<file path="src/rtl/alu_issue_pkg.sv">
// Shared definitions for the ALU operand-issue stage: command encodings,
// default widths and the immediate sign-extension helper.
package alu_issue_pkg;

  localparam int N_DEF  = 32;
  localparam int RA_DEF = 4;
  localparam int IW_DEF = 16;

  localparam logic [3:0] CMD_ADD = 4'd0;
  localparam logic [3:0] CMD_SUB = 4'd1;
  localparam logic [3:0] CMD_AND = 4'd2;
  localparam logic [3:0] CMD_OR  = 4'd3;
  localparam logic [3:0] CMD_XOR = 4'd4;
  localparam logic [3:0] CMD_NOR = 4'd5;
  localparam logic [3:0] CMD_NOT = 4'd6;
  localparam logic [3:0] CMD_SLA = 4'd7;
  localparam logic [3:0] CMD_SRL = 4'd8;
  localparam logic [3:0] CMD_SRA = 4'd9;
  localparam logic [3:0] CMD_INC = 4'd10;
  localparam logic [3:0] CMD_DEC = 4'd11;
  localparam logic [3:0] CMD_SLT = 4'd12;
  localparam logic [3:0] CMD_SGT = 4'd13;
  localparam logic [3:0] CMD_LUI = 4'd14;
  localparam logic [3:0] CMD_HAM = 4'd15;

  // Sign-extends the low w bits of v to the full N_DEF width.
  function automatic logic [N_DEF-1:0] sext(input logic [N_DEF-1:0] v, input int w);
    logic signed [N_DEF-1:0] t;
    t = signed'(v << (N_DEF - w));
    return unsigned'(t >>> (N_DEF - w));
  endfunction

endpackage

</file>
<file path="src/rtl/regfile_2r1w.sv">
// Two combinational read ports, one synchronous write port; R0 is hard zero.
module regfile_2r1w #(
  parameter int N  = 32,
  parameter int RA = 4
) (
  input  logic          clk,
  input  logic          rst_n,
  input  logic [RA-1:0] ra_addr,
  output logic [N-1:0]  ra_data,
  input  logic [RA-1:0] rb_addr,
  output logic [N-1:0]  rb_data,
  input  logic          we,
  input  logic [RA-1:0] waddr,
  input  logic [N-1:0]  wdata
);

  localparam int NREG = 2**RA;

  logic [N-1:0] mem [NREG];

  always_ff @(posedge clk) begin
    if (!rst_n) begin
      for (int i = 0; i < NREG; i++) mem[i] <= '0;
    end else if (we && waddr != '0) begin
      mem[waddr] <= wdata;
    end
  end

  // Reads see the pre-write contents; any bypass lives in the issue stage.
  assign ra_data = (ra_addr == '0) ? '0 : mem[ra_addr];
  assign rb_data = (rb_addr == '0) ? '0 : mem[rb_addr];

endmodule

</file>
<file path="src/rtl/alu_issue_stage.sv">
// Operand-issue stage feeding the ALU: regfile read, immediate select, scoreboard
// hazard stall. Define ALU_ISSUE_FWD_EN to bypass writeback data to same-cycle sources.
module alu_issue_stage
  import alu_issue_pkg::*;
#(
  parameter int N  = N_DEF,
  parameter int RA = RA_DEF,
  parameter int IW = IW_DEF
) (
  input  logic          clk,
  input  logic          rst_n,
  input  logic          in_valid,
  output logic          in_ready,
  input  logic [3:0]    in_cmd,
  input  logic [RA-1:0] in_rs,
  input  logic [RA-1:0] in_rt,
  input  logic [RA-1:0] in_rd,
  input  logic          in_we,
  input  logic          in_use_imm,
  input  logic [IW-1:0] in_imm,
  output logic          out_valid,
  input  logic          out_ready,
  output logic [N-1:0]  A,
  output logic [N-1:0]  B,
  output logic [3:0]    CMD,
  output logic [RA-1:0] out_rd,
  output logic          out_we,
  input  logic          wb_en,
  input  logic [RA-1:0] wb_rd,
  input  logic [N-1:0]  wb_data
);

  localparam int NREG = 2**RA;

  logic [N-1:0]    rf_a, rf_b, src_a, src_b, imm_ext;
  logic [NREG-1:0] pend, pend_nxt;
  logic            byp_a, byp_b, busy_a, busy_b, waw, hazard, accept;

  regfile_2r1w #(.N(N), .RA(RA)) u_rf (
    .clk     (clk),
    .rst_n   (rst_n),
    .ra_addr (in_rs),
    .ra_data (rf_a),
    .rb_addr (in_rt),
    .rb_data (rf_b),
    .we      (wb_en),
    .waddr   (wb_rd),
    .wdata   (wb_data)
  );

`ifdef ALU_ISSUE_FWD_EN
  // A source being written back this cycle is satisfied by the writeback value.
  assign byp_a = wb_en && (wb_rd == in_rs) && (in_rs != '0);
  assign byp_b = wb_en && (wb_rd == in_rt) && (in_rt != '0);
`else
  assign byp_a = 1'b0;
  assign byp_b = 1'b0;
`endif

  assign src_a   = byp_a ? wb_data : rf_a;
  assign src_b   = byp_b ? wb_data : rf_b;
  assign imm_ext = N'(sext(N_DEF'(in_imm), IW));

  assign busy_a = (in_rs != '0) && pend[in_rs] && !byp_a;
  assign busy_b = (in_rt != '0) && pend[in_rt] && !byp_b;
  assign waw    = in_we && (in_rd != '0) && pend[in_rd];
  assign hazard = busy_a || (!in_use_imm && busy_b) || waw;

  assign in_ready = (!out_valid || out_ready) && !hazard;
  assign accept   = in_valid && in_ready;

  // Writeback clears, a new issue sets; the set is applied last so it wins.
  always_comb begin
    pend_nxt = pend;
    if (wb_en && wb_rd != '0) pend_nxt[wb_rd] = 1'b0;
    if (accept && in_we && in_rd != '0) pend_nxt[in_rd] = 1'b1;
    pend_nxt[0] = 1'b0;
  end

  // Issue register: one-cycle latency from accept to the ALU operands.
  always_ff @(posedge clk) begin
    if (!rst_n) begin
      pend      <= '0;
      out_valid <= 1'b0;
      A         <= '0;
      B         <= '0;
      CMD       <= '0;
      out_rd    <= '0;
      out_we    <= 1'b0;
    end else begin
      pend <= pend_nxt;
      if (accept) begin
        out_valid <= 1'b1;
        A         <= src_a;
        B         <= in_use_imm ? imm_ext : src_b;
        CMD       <= in_cmd;
        out_rd    <= in_rd;
        out_we    <= in_we;
      end else if (out_ready) begin
        out_valid <= 1'b0;
      end
    end
  end

endmodule

</file>
<file path="config.mk">
export PLATFORM = sky130hd
export DESIGN_NAME = alu_issue_stage
export DESIGN_NICKNAME = d
export VERILOG_FILES = /design/src/rtl/alu_issue_pkg.sv /design/src/rtl/regfile_2r1w.sv /design/src/rtl/alu_issue_stage.sv
export SDC_FILE = /design/constraint.sdc
export NUM_CORES = 1
export LEC_CHECK = 0
export CAP_MARGIN = 5
export CORE_AREA = 2 2 296 298
export DETAILED_ROUTE_END_ITERATION = 10
export DIE_AREA = 0 0 298 300
export SYNTH_ARGS = -nofsm -noshare
export SYNTH_HDL_FRONTEND = slang
export SYNTH_HIERARCHICAL = 1
export SYNTH_SLANG_ARGS = --single-unit
</file>
<file path="constraint.sdc">
create_clock -name clk -period 9.5 [get_ports clk]
set_input_delay 1.9 -clock clk [delete_from_list [all_inputs] [get_ports clk]]
set_output_delay 1.9 -clock clk [all_outputs]
set_load 0.03 [all_outputs]
</file>
==> Flow_metrics.wiki, run 1 <==
{| class="wikitable"
! Metric !! Value
|-
| Outcome || finished, final reports clean
|-
| Number of iterations in the first detailed-routing pass || 5
|-
| Final setup violating endpoints || 0
|-
| Cell total after placement || 3,372
|-
| Delay of the slowest cell on the worst path || 0.72 ns
|-
| Skew-Pair Late Insertion Delay || 0.64 ns
|-
| Setup crit start kind || input pin
|-
| Leakage dissipation || 11.9 nW
|-
| Wire length per cell || 27.8 microns
|-
| Global-route wire length before repair || 142,000 microns
|-
| Vias/cell || 5.75
|-
| Via count of the first global-routing pass || 20.6k
|-
| Overflow left after global routing || 0
|-
| CP Cell Sequence || buf_2 -> buf_4 -> mux2i_1 -> mux4_2 -> mux2i_1 -> or3_4 -> nor4_1 -> clkdlybuf4s50_1
|-
| Distinct cells, synth || 57
|-
| Cells resized by post-CTS repair || 0
|-
| Syn Inst Count || 2,236
|-
| Setup WS pre-CTS || 2.71 ns
|-
| Final period utilization || 71.6%
|-
| Post-synthesis net count || 2,311
|-
| Die width || 298 microns
|-
| RSZ-0062 raised after global routing || false
|-
| Placement Rows || 108
|-
| Post-route ant nets || 0
|-
| Proportion of synthesized chip area in sequential cells || 54.2%
|-
| Final critical delay including setup and external delays || 6.80 ns
|-
| Type of destination of the critical path || output pin
|-
| Worst path arrival time || 4.90 ns
|-
| Post-synth EDFFs || 481
|-
| Largest clock skew in the final design || 0.0334 ns
|-
| Worst Max-Slew Pin Slew || 1.25 ns
|-
| Total Power || 0.00607 W
|-
| Cell at the root of the clock tree || clkbuf_16
|-
| Initial antenna violation count || 11
|-
| DRC violation count after routing || 0
|-
| P per Cell Area || 177 nW/um^2
|-
| Type of the worst setup path || input pin to output pin
|-
| Floorplan core area || 86,200 sq um
|-
| Highest clock rate || 147 MHz
|-
| Area growth from synthesis to final layout || 14.7%
|-
| Synthesized area per cell || 13.4 sq um
|-
| CTS tree || built
|-
| Pin count of the biggest net entering global routing || 97
|-
| Top_reg_cell synth || edfxtp_1
|-
| Cts-stage hold buffer count || 0
|-
| Final max-slew violation count || 0
|-
| Layout Utilization || 39.8%
|-
| Number of max-capacitance violations reported || 0
|-
| Max Root-Sink Buffers || 3
|-
| Max Fanout on Critical Path || 26
|-
| Number of endpoints with negative hold slack in the final report || 0
|-
| Worst Setup Slack, final || 2.70 ns
|-
| Crit path top cell by count || mux2i_1
|-
| Net total in the final layout || 2,352
|-
| Fraction of post-synthesis cell area in the top cell type by area || 48.3%
|-
| Number of synthesized register bits || 570
|-
| Number of buffers inserted during clock tree synthesis || 58
|-
| Number of clock sinks || 570
|-
| Synth area leader || edfxtp_1
|-
| FFs w/ async S/R, synth || 0%
|-
| Met3 Wirelength || 11,000 microns
|-
| Maximum level of the CTS H-tree || 2
|-
| Final routed wirelength across all metal layers || 97,000 microns
|-
| Setup Buffers After CTS || 0
|-
| Cell types occupying the most area after synthesis || edfxtp_1 48%, mux4_2 12%, and2_1 10%, dfxtp_1 6.0%, mux2i_1 4.8%
|-
| Layout cell share with drive strength beyond 1 || 18.1%
|-
| Area enclosed by the die boundary || 89,400 sq um
|-
| Wire length on met2 || 44,700 microns
|-
| Worst slew margin relative to its limit || 16.3%
|-
| Setup TNS || 0 ns
|-
| Weighted congestion at the end of routability-driven global placement || 0.873
|-
| Synth Cell Area || 29,900 sq um
|-
| Highest metal used || met5
|-
| Total number of vias || 20.0k
|-
| Path type of the worst min-delay path || register to register
|-
| Num ports || 150
|-
| Port Buf Inserts || 149
|-
| Max VDD drop || 0.121 mV
|-
| Cell with the biggest individual delay on the critical path || clkdlybuf4s50_1
|-
| Detailed-routing wirelength on met1 || 38,400 microns
|-
| Non-filler instance count after layout || 3,483
|-
| Detail Placement HPWL || 57,400 microns
|-
| Global routing usage summed across all routing layers || 21.3%
|-
| Worst endpoint required time || 7.60 ns
|-
| Violation count after the first detailed-route iteration || 2,085
|-
| Die span in y || 300 microns
|-
| Number of synthesis warnings || 6
|-
| CTS clk-pin slew, worst paths || 0.06 ns
|-
| Initial Util || 34.7%
|}
layout by cell type (no fill, tap or decap), types with 4 or more instances in the layout:
cell and n:
nor2_1 35, mux4_2 164, buf_4 53, nand2b_1 11, nor3_1 34, clkinv_2 10, nor4_1 4, o21ai_4 9
o41ai_1 8, nand2_1 109, nand2b_2 6, clkbuf_8 10, clkbuf_16 62, o31ai_1 7, nor2b_1 56, nand3_1 18
buf_2 5, clkinv_1 4, a22oi_1 29, clkbuf_1 18, o22a_1 29, o31a_1 29, mux2_2 69, o21ai_0 19
and2_1 482, o211a_1 15, clkdlybuf4s50_1 139, a221o_1 32, edfxtp_1 481, nor2_2 9, o22ai_1 35, dfxtp_1 89
o211ai_1 12, a221oi_1 34, mux2i_1 143
per-stage QoR:
stage                     hold slack [ns]  cell area (sq um)
final                               0.451              34300
after global routing                0.477              34300
after CTS                           0.457              34300
after detailed placement            0.448              32500
after global placement              0.443              32500
after floorplan                     0.490              29900
synth_stat cells (4+ instances only):
library cell / count
buf_2: 34
nand2_1: 109
and2_1: 482
mux2_2: 69
edfxtp_1: 481
o31ai_1: 7
nor2b_1: 59
nand3_1: 18
clkbuf_1: 161
dfxtp_1: 89
mux2i_1: 143
nand2b_1: 17
nor3_1: 37
buf_4: 7
mux4_2: 164
o22ai_1: 35
o211a_1: 15
o31a_1: 29
o21ai_0: 28
buf_1: 7
o41ai_1: 8
buf_6: 10
a221oi_1: 34
nor4_1: 4
a221o_1: 32
o211ai_1: 12
nor2_1: 44
o22a_1: 29
a22oi_1: 29
worst max-delay path, delay by kind of cell:
| kind | cells | cell delay, ns |
|---|---|---|
| buffers and inverters | 3 | 1.75 |
| AND/OR/NAND/NOR | 2 | 0.66 |
| multiplexers | 3 | 0.60 |
cell families after synthesis:
group,Yosys count,synth area share (%)
muxes,379,19.8
DFF,570,54.2
and+or+nand+nor,787,15.2
other,1,0.0125
AOI/OAI and AO/OA,276,7.41
buffers and inverters,223,3.28
routing by layer:
metal  global-route usage, %  up-vias
li1                        -     8563
met3                    5.61      215
met1                    28.6    10100
met4                    6.31       10
met2                    34.1     1107
met5                       0        -
state kept, by name, summed over array words and instances (netlist names):
register,count
A,32
B,32
CMD,4
out_rd,4
out_valid,1
out_we,1
pend,15
u_rf/mem,481
path summary, 6_finish.rpt:
kind | start | to | slack, ns | depth (start not counted)
worst min-delay path | A[7] | A[7] | 0.45 | 2
worst max register to register | pend[3] | pend[8] | 6.17 | 6
worst max-delay path | in_rs[2] | in_ready | 2.70 | 8
worst min register to register | A[7] | A[7] | 0.45 | 2
layout make-up:
cell class	instances	area [sq um]
repair buffers	201	1860
diodes	2	5.00
fillers	8158	51900
inverters	3	11.3
clock buffers	90	1740
well taps	1155	1450
clock inverters	19	128
multi-input cells	1443	12900
flip-flops and latches	570	16200
power by group:
group          internal [W]  switching, W
registers           0.00286     0.0000822
clock network       0.00128      0.000984
logic              0.000353      0.000500
Power figures use the tool's default switching activity.
==> run 2: changes to the inputs <==
==> constraint.sdc (replaced) <==
create_clock -name clk -period 6.1 [get_ports clk]
set_input_delay 1.22 -clock clk [delete_from_list [all_inputs] [get_ports clk]]
set_output_delay 1.22 -clock clk [all_outputs]
set_load 0.03 [all_outputs]
==> Flow_metrics.wiki, run 2 (synthesis results as in run 1) <==
{| class="wikitable"
! Metric !! Value
|-
| Outcome || finished, final reports clean
|-
| Setup crit start kind || input pin
|-
| Via count of the first global-routing pass || 20.7k (+0.46%)
|-
| Die width || 298 microns (unchanged)
|-
| Setup TNS || 0 ns (unchanged)
|-
| DRC violation count after routing || 0 (unchanged)
|-
| End of the critical path || in_ready
|-
| Cts-stage hold buffer count || 0 (unchanged)
|-
| Commonest non-fill, non-tap cells in the layout || 482 x and2_1, 481 x edfxtp_1, 164 x mux4_2
|-
| Die span in y || 300 microns (unchanged)
|-
| Placement Rows || 108 (unchanged)
|-
| Area enclosed by the die boundary || 89,400 sq um (unchanged)
|-
| Post-route ant nets || 0 (unchanged)
|-
| Setup Buffers After CTS || 0 (unchanged)
|-
| Num ports || 150 (unchanged)
|-
| Number of clock sinks || 570 (unchanged)
|-
| CTS clk-pin slew, worst paths || 0.06 ns (about the same)
|-
| P per Cell Area || 275 nW/um^2 (+55%)
|-
| Filler cell count || 8,068 (-1.1%)
|-
| Layout cell share with drive strength beyond 1 || 19.1% (+0.94 points)
|-
| Total number of vias || 20.2k (+0.74%)
|-
| Type of destination of the critical path || output pin
|-
| Register-to-register setup slack || 3.19 ns (-2.98 ns)
|-
| Number of flip-flops under the largest register name || 481 (unchanged)
|-
| Final critical delay including setup and external delays || 5.26 ns
|-
| Number of iterations in the first detailed-routing pass || 6 (+1)
|-
| Type of the worst setup path || input pin to output pin
|-
| Final max-slew violation count || 0 (unchanged)
|-
| Weighted congestion at the end of routability-driven global placement || 0.892 (+2.2%)
|-
| Worst endpoint required time || 4.88 ns (-2.72 ns)
|-
| Global routing usage summed across all routing layers || 21.9% (+0.61 points)
|-
| Final period utilization || 86.3%
|-
| Final routed wirelength across all metal layers || 99,800 microns (+2.9%)
|-
| Wire length per cell || 28.5 microns (+2.2%)
|-
| Largest Register || u_rf/mem
|-
| Vias/cell || 5.75 (about the same)
|-
| Floorplan core area || 86,200 sq um (unchanged)
|-
| Biggest regs || u_rf/mem: 481 flops, A: 32 flops, B: 32 flops
|-
| Sequential Area || 16,200 sq um (unchanged)
|-
| Highest clock rate || 190 MHz
|-
| Max Root-Sink Buffers || 3 (unchanged)
|-
| Number of cells traversed by the worst register-to-register path || 7 (+1)
|-
| Max Fanout on Critical Path || 13 (-50%)
|-
| Worst Max-Slew Pin Slew || 1.17 ns (-0.0804 ns)
|-
| Total Power || 0.00951 W (+57%)
|-
| Worst path arrival time || 4.04 ns (-0.86 ns)
|-
| Worst slew margin relative to its limit || 21.7% (+5.3 points)
|-
| Maximum level of the CTS H-tree || 2 (unchanged)
|-
| Critical path origin || in_rd[1]
|-
| Layout Utilization || 40.2% (+0.34 points)
|-
| Leakage dissipation || 12.1 nW (+1.2%)
|-
| Cells resized by post-CTS repair || 0 (unchanged)
|-
| Violation count after the first detailed-route iteration || 2,065 (-0.96%)
|-
| Initial Util || 34.7% (unchanged)
|-
| Pin count of the biggest net entering global routing || 95 (-2.1%)
|-
| Max VDD drop || 0.186 mV (+53%)
|-
| Largest clock skew in the final design || 0.0190 ns (-0.0143 ns)
|-
| CTS tree || built
|-
| Final setup violating endpoints || 0 (unchanged)
|-
| Global-route wire length before repair || 145,000 microns (+2.1%)
|-
| Port Buf Inserts || 149 (unchanged)
|-
| Overflow left after global routing || 0 (unchanged)
|-
| Net total in the final layout || 2,375 (+0.98%)
|-
| RSZ-0062 raised after global routing || false
|-
| Initial antenna violation count || 10 (-1)
|-
| Detail Placement HPWL || 59,800 microns (+4.0%)
|-
| Hold wc startpoint || A[12]
|-
| Skew-Pair Late Insertion Delay || 0.63 ns (about the same)
|-
| Cell at the root of the clock tree || clkbuf_16
|-
| Area growth from synthesis to final layout || 15.7%
|-
| Number of endpoints with negative hold slack in the final report || 0 (unchanged)
|-
| Area of the multi-input gates || 12,900 sq um (about the same)
|-
| Most frequent standard cell in the layout excluding fill and tap cells || and2_1
|-
| Path type of the worst min-delay path || register to register
|-
| Critical R2R Launch || pend[3]
|-
| Number of max-capacitance violations reported || 0 (unchanged)
|-
| Endpoint of the lowest-slack register-to-register path || A[16]
|-
| Number of buffers inserted during clock tree synthesis || 58 (unchanged)
|}
==> run 2: cell count changes in the layout (fill, tap and decap cells not counted), sizes merged <==
cell | previous run | this run
diode | 2 | 3
bufinv | 1 | 4
buf | 60 | 83
clkinvlp | 0 | 4
inv | 6 | 5
clkinv | 15 | 23
clkbuf | 92 | 77
==> run 2: critical path: stages <==
cell and delay [ns]:
clkdlybuf4s50_1 0.77, nor2b_1 0.10, a2111oi_0 0.45, nor4_1 0.17, or3_4 0.40, nor4_1 0.21, clkdlybuf4s50_1 0.72
==> run 2: how the worst min path moves through the flow <==
stage	to	slack (ns)	depth (start not counted)
detailed placement	A[15]	0.45	2
finish	A[12]	0.46	2
global placement	CMD[0]	0.44	2
floorplan	pend[8]	0.49	2
global route	B[27]	0.48	2
CTS	B[25]	0.46	2
==> run 2: final cells by class <==
class	count	share of cell area (%)
Clock inverter	33	0.828
Sequential cell	570	46.9
Antenna cell	3	0.0217
Tap cell	1155	4.17
Inverter	3	0.0325
Timing Repair Buffer	224	6.17
Multi-Input combinational cell	1443	37.3
Clock buffer	75	4.60
==> run 2: metal layers <==
layer	vias to the layer above	share of wire [%]	global-route usage (%)
met4	12	3.8	8.00
met2	1138	46	35.4
li1	8605	-	-
met5	-	0.069	0
met1	10200	40	29.1
met3	235	9.9	4.90
==> run 2: per-stage QoR <==
stage	hold slack, ns	area, sq um	cells	worst slack, ns
CTS	0.462	34600	3503	0.868
detailed placement	0.447	32700	3395	0.880
floorplan	0.490	29900	2236	1.39
global placement	0.441	32700	3395	0.848
global route	0.478	34600	3504	0.708
finish	0.456	34600	3506	0.837
==> run 2: where the power goes <==
part	internal [W]	switching (W)	total, W
Combinational	0.000564	0.000785	0.00135
Clock	0.00201	0.00156	0.00357
Sequential	0.00446	0.000131	0.00459
Total	0.00703	0.00247	0.00951
==> run 3: changes to the inputs <==
--- a/config.mk
+++ b/config.mk
@@ -6,9 +6,11 @@
 export NUM_CORES = 1
 export LEC_CHECK = 0
 export CAP_MARGIN = 5
-export CORE_AREA = 2 2 296 298
+export CORE_AREA = 2 2 237 239
 export DETAILED_ROUTE_END_ITERATION = 10
-export DIE_AREA = 0 0 298 300
+export DIE_AREA = 0 0 239 241
+export MAX_ROUTING_LAYER = met4
+export PLACE_DENSITY = 0.76
 export SYNTH_ARGS = -nofsm -noshare
 export SYNTH_HDL_FRONTEND = slang
 export SYNTH_HIERARCHICAL = 1
==> Flow_metrics.wiki, run 3 (synthesis results as in run 1) <==
{| class="wikitable"
! Metric !! Value
|-
| Outcome || finished, final reports clean
|-
| Share of total power consumed by net switching || 25.3% (-0.71 points)
|-
| Area enclosed by the die boundary || 57,600 sq um (-36%)
|-
| Hold wc startpoint || A[22]
|-
| Setup crit start kind || input pin
|-
| Setup TNS || 0 ns (unchanged)
|-
| Worst slew margin relative to its limit || 7.57% (-14 points)
|-
| Cts-stage hold buffer count || 0 (unchanged)
|-
| Post-route ant nets || 0 (unchanged)
|-
| Commonest non-fill, non-tap cells in the layout || 482 x and2_1, 481 x edfxtp_1, 164 x mux4_2
|-
| Net switching power figure || 0.00243 W (-2.0%)
|-
| Maximum level of the CTS H-tree || 2 (unchanged)
|-
| Via count of the first global-routing pass || 21.0k (+1.4%)
|-
| Number of cells on the worst hold path || 2 (unchanged)
|-
| Number of endpoints with negative hold slack in the final report || 0 (unchanged)
|-
| CTS tree || built
|-
| Finished Cell Area || 34,100 sq um (-1.4%)
|-
| Cells resized by post-CTS repair || 0 (unchanged)
|-
| Vias/cell || 6.88 (+20%)
|-
| End point of the worst hold path || A[22]
|-
| Critical path's top delay family || buffers and inverters
|-
| CP Cell Sequence || clkdlybuf4s50_1 -> nor2b_1 -> a2111oi_0 -> nor4_1 -> or3_4 -> nor4_1 -> clkdlybuf4s50_1
|-
| Worst Max-Slew Pin Slew || 1.39 ns (+0.217 ns)
|-
| Buffers and inverters on the worst path || 2 (unchanged)
|-
| Worst endpoint required time || 4.88 ns (about the same)
|-
| Cell with the biggest individual delay on the critical path || clkdlybuf4s50_1
|-
| Number of clock sinks || 570 (unchanged)
|-
| Skew-Pair Late Insertion Delay || 0.64 ns (about the same)
|-
| Num ports || 150 (unchanged)
|-
| Port Buf Inserts || 149 (unchanged)
|-
| Max VDD drop || 0.231 mV (+25%)
|-
| Endpoint of the lowest-slack register-to-register path || B[31]
|-
| Placement Rows || 86 (-20%)
|-
| Combinational fraction of design power || 13.9% (-0.3 points)
|-
| Number of buffers inserted during clock tree synthesis || 58 (unchanged)
|-
| Most frequent standard cell in the layout excluding fill and tap cells || and2_1
|-
| Overflow left after global routing || 0 (unchanged)
|-
| Filler cell count || 4,063 (-50%)
|-
| Pin count of the biggest net entering global routing || 97 (+2.1%)
|-
| Type of destination of the critical path || output pin
|-
| Wire length per cell || 30.9 microns (+8.7%)
|-
| Portion of total power attributed to the clock network || 38.1% (+0.6 points)
|-
| Total number of vias || 21.0k (+4.0%)
|-
| Number of cells traversed by the worst register-to-register path || 8 (+1)
|-
| Type of the worst setup path || input pin to output pin
|-
| Leakage dissipation || 12.1 nW (+0.11%)
|-
| Initial antenna violation count || 6 (-4)
|-
| Violation count after the first detailed-route iteration || 3,108 (+51%)
|-
| Highest clock rate || 189 MHz (-0.72%)
|-
| Die width || 239 microns (-20%)
|-
| Global-route wire length before repair || 137,000 microns (-5.1%)
|-
| Net total in the final layout || 2,369 (-0.25%)
|-
| Number of max-capacitance violations reported || 0 (unchanged)
|-
| Final max-slew violation count || 0 (unchanged)
|-
| Critical R2R Launch || pend[7]
|-
| Detail Placement HPWL || 54,300 microns (-9.1%)
|-
| Largest clock skew in the final design || 0.0189 ns (-0.000101 ns)
|-
| Area growth from synthesis to final layout || 14.0%
|-
| Weighted congestion at the end of routability-driven global placement || 0.914 (+2.4%)
|-
| Final critical delay including setup and external delays || 5.30 ns (+0.0382 ns)
|-
| Final setup violating endpoints || 0 (unchanged)
|-
| Biggest regs || u_rf/mem: 481 flops, A: 32 flops, B: 32 flops
|-
| Stages on the worst setup path || 7 (unchanged)
|-
| Internal power of the cells || 0.00716 W (+1.8%)
|-
| Fraction of power consumed by sequential logic || 48.0% (-0.3 points)
|-
| RSZ-0062 raised after global routing || false
|-
| Layout cell share with drive strength beyond 1 || 18.7% (-0.35 points)
|-
| Final routed wirelength across all metal layers || 94,400 microns (-5.4%)
|-
| Worst path arrival time || 4.08 ns (+0.04 ns)
|-
| Instance area after placement || 32,100 sq um (-1.8%)
|-
| Die span in y || 241 microns (-20%)
|-
| P per Cell Area || 281 nW/um^2 (+2.3%)
|-
| Cell at the root of the clock tree || clkbuf_16
|-
| Max Root-Sink Buffers || 3 (unchanged)
|-
| DRC violation count after routing || 0 (unchanged)
|-
| Setup Buffers After CTS || 0 (unchanged)
|-
| Path type of the worst min-delay path || register to register
|-
| Number of iterations in the first detailed-routing pass || 6 (unchanged)
|-
| Floorplan core area || 54,900 sq um (-36%)
|-
| Largest Register || u_rf/mem
|-
| Initial Util || 54.5% (+20 points)
|-
| Delay of the slowest cell on the worst path || 0.80 ns (+0.03 ns)
|-
| Max Fanout on Critical Path || 13 (unchanged)
|-
| Number of flip-flops under the largest register name || 481 (unchanged)
|-
| CTS clk-pin slew, worst paths || 0.06 ns (about the same)
|-
| Final period utilization || 86.9% (+0.63 points)
|-
| Global routing usage summed across all routing layers || 33.9% (+12 points)
|-
| Register-to-register setup slack || 3.06 ns (-0.13 ns)
|}
-- run 3: worst max-delay path by stage --
stage | slack (ns) | startpoint | endpoint
detailed placement | 0.86 | in_rd[1] | in_ready
finish | 0.80 | in_rd[1] | in_ready
global route | 0.58 | in_rd[1] | in_ready
CTS | 0.85 | in_rd[1] | in_ready
global placement | 0.83 | in_rd[1] | in_ready
floorplan | 1.39 | in_rs[2] | in_ready
-- run 3: power by group through the flow --
stage	logic (W)	registers, W	clock network [W]
finish	0.00133	0.00459	0.00366
global route	0.00139	0.00462	0.00382
CTS	0.00131	0.00459	0.00367
detailed placement	0.00130	0.00467	0
global placement	0.00128	0.00465	0
floorplan	0.000747	0.00472	0
-- run 3: worst min-delay path, delay by kind of cell (launching register included) --
family / cells / cell delay (ns)
mux: 1 / 0.05
flops: 1 / 0.31
simple gates: 1 / 0.05
-- run 3: cell type report --
| type | count | area [sq um] | area share [%] |
|---|---|---|---|
| Sequential cell | 570 | 16200 | 47.6 |
| Multi-Input combinational cell | 1443 | 12900 | 37.8 |
| Timing Repair Buffer | 218 | 2120 | 6.21 |
| Clock buffer | 95 | 1840 | 5.39 |
| Tap cell | 704 | 881 | 2.58 |
| Clock inverter | 15 | 133 | 0.389 |
| Inverter | 3 | 11.3 | 0.0330 |
| Antenna cell | 3 | 7.51 | 0.0220 |
-- run 3: per-layer routing --
metal  part of all wire, %  wire length (microns)  global-route usage [%]  vias to the layer above
li1                      -                      -                       -                     8601
met1                    37                  34600                    44.3                    10400
met2                    45                  42300                    51.0                     1660
met3                    14                  13600                    8.88                      302
met4                   4.1                   3860                    13.1                        0
met5                     0                      0                       -                        -
-- run 3: through the flow --
step	util [%]	total power [W]	hold WS, ns	worst slack [ns]	instances
2_1_floorplan	-	0.00546	0.490	1.39	2236
3_3_place_gp	58.6	0.00593	0.443	0.827	2938
3_5_place_dp	58.6	0.00597	0.447	0.862	2938
4_1_cts	62.2	0.00957	0.457	0.855	3048
5_1_grt	62.2	0.00982	0.472	0.580	3051
6_report	62.2	0.00958	0.457	0.799	3051
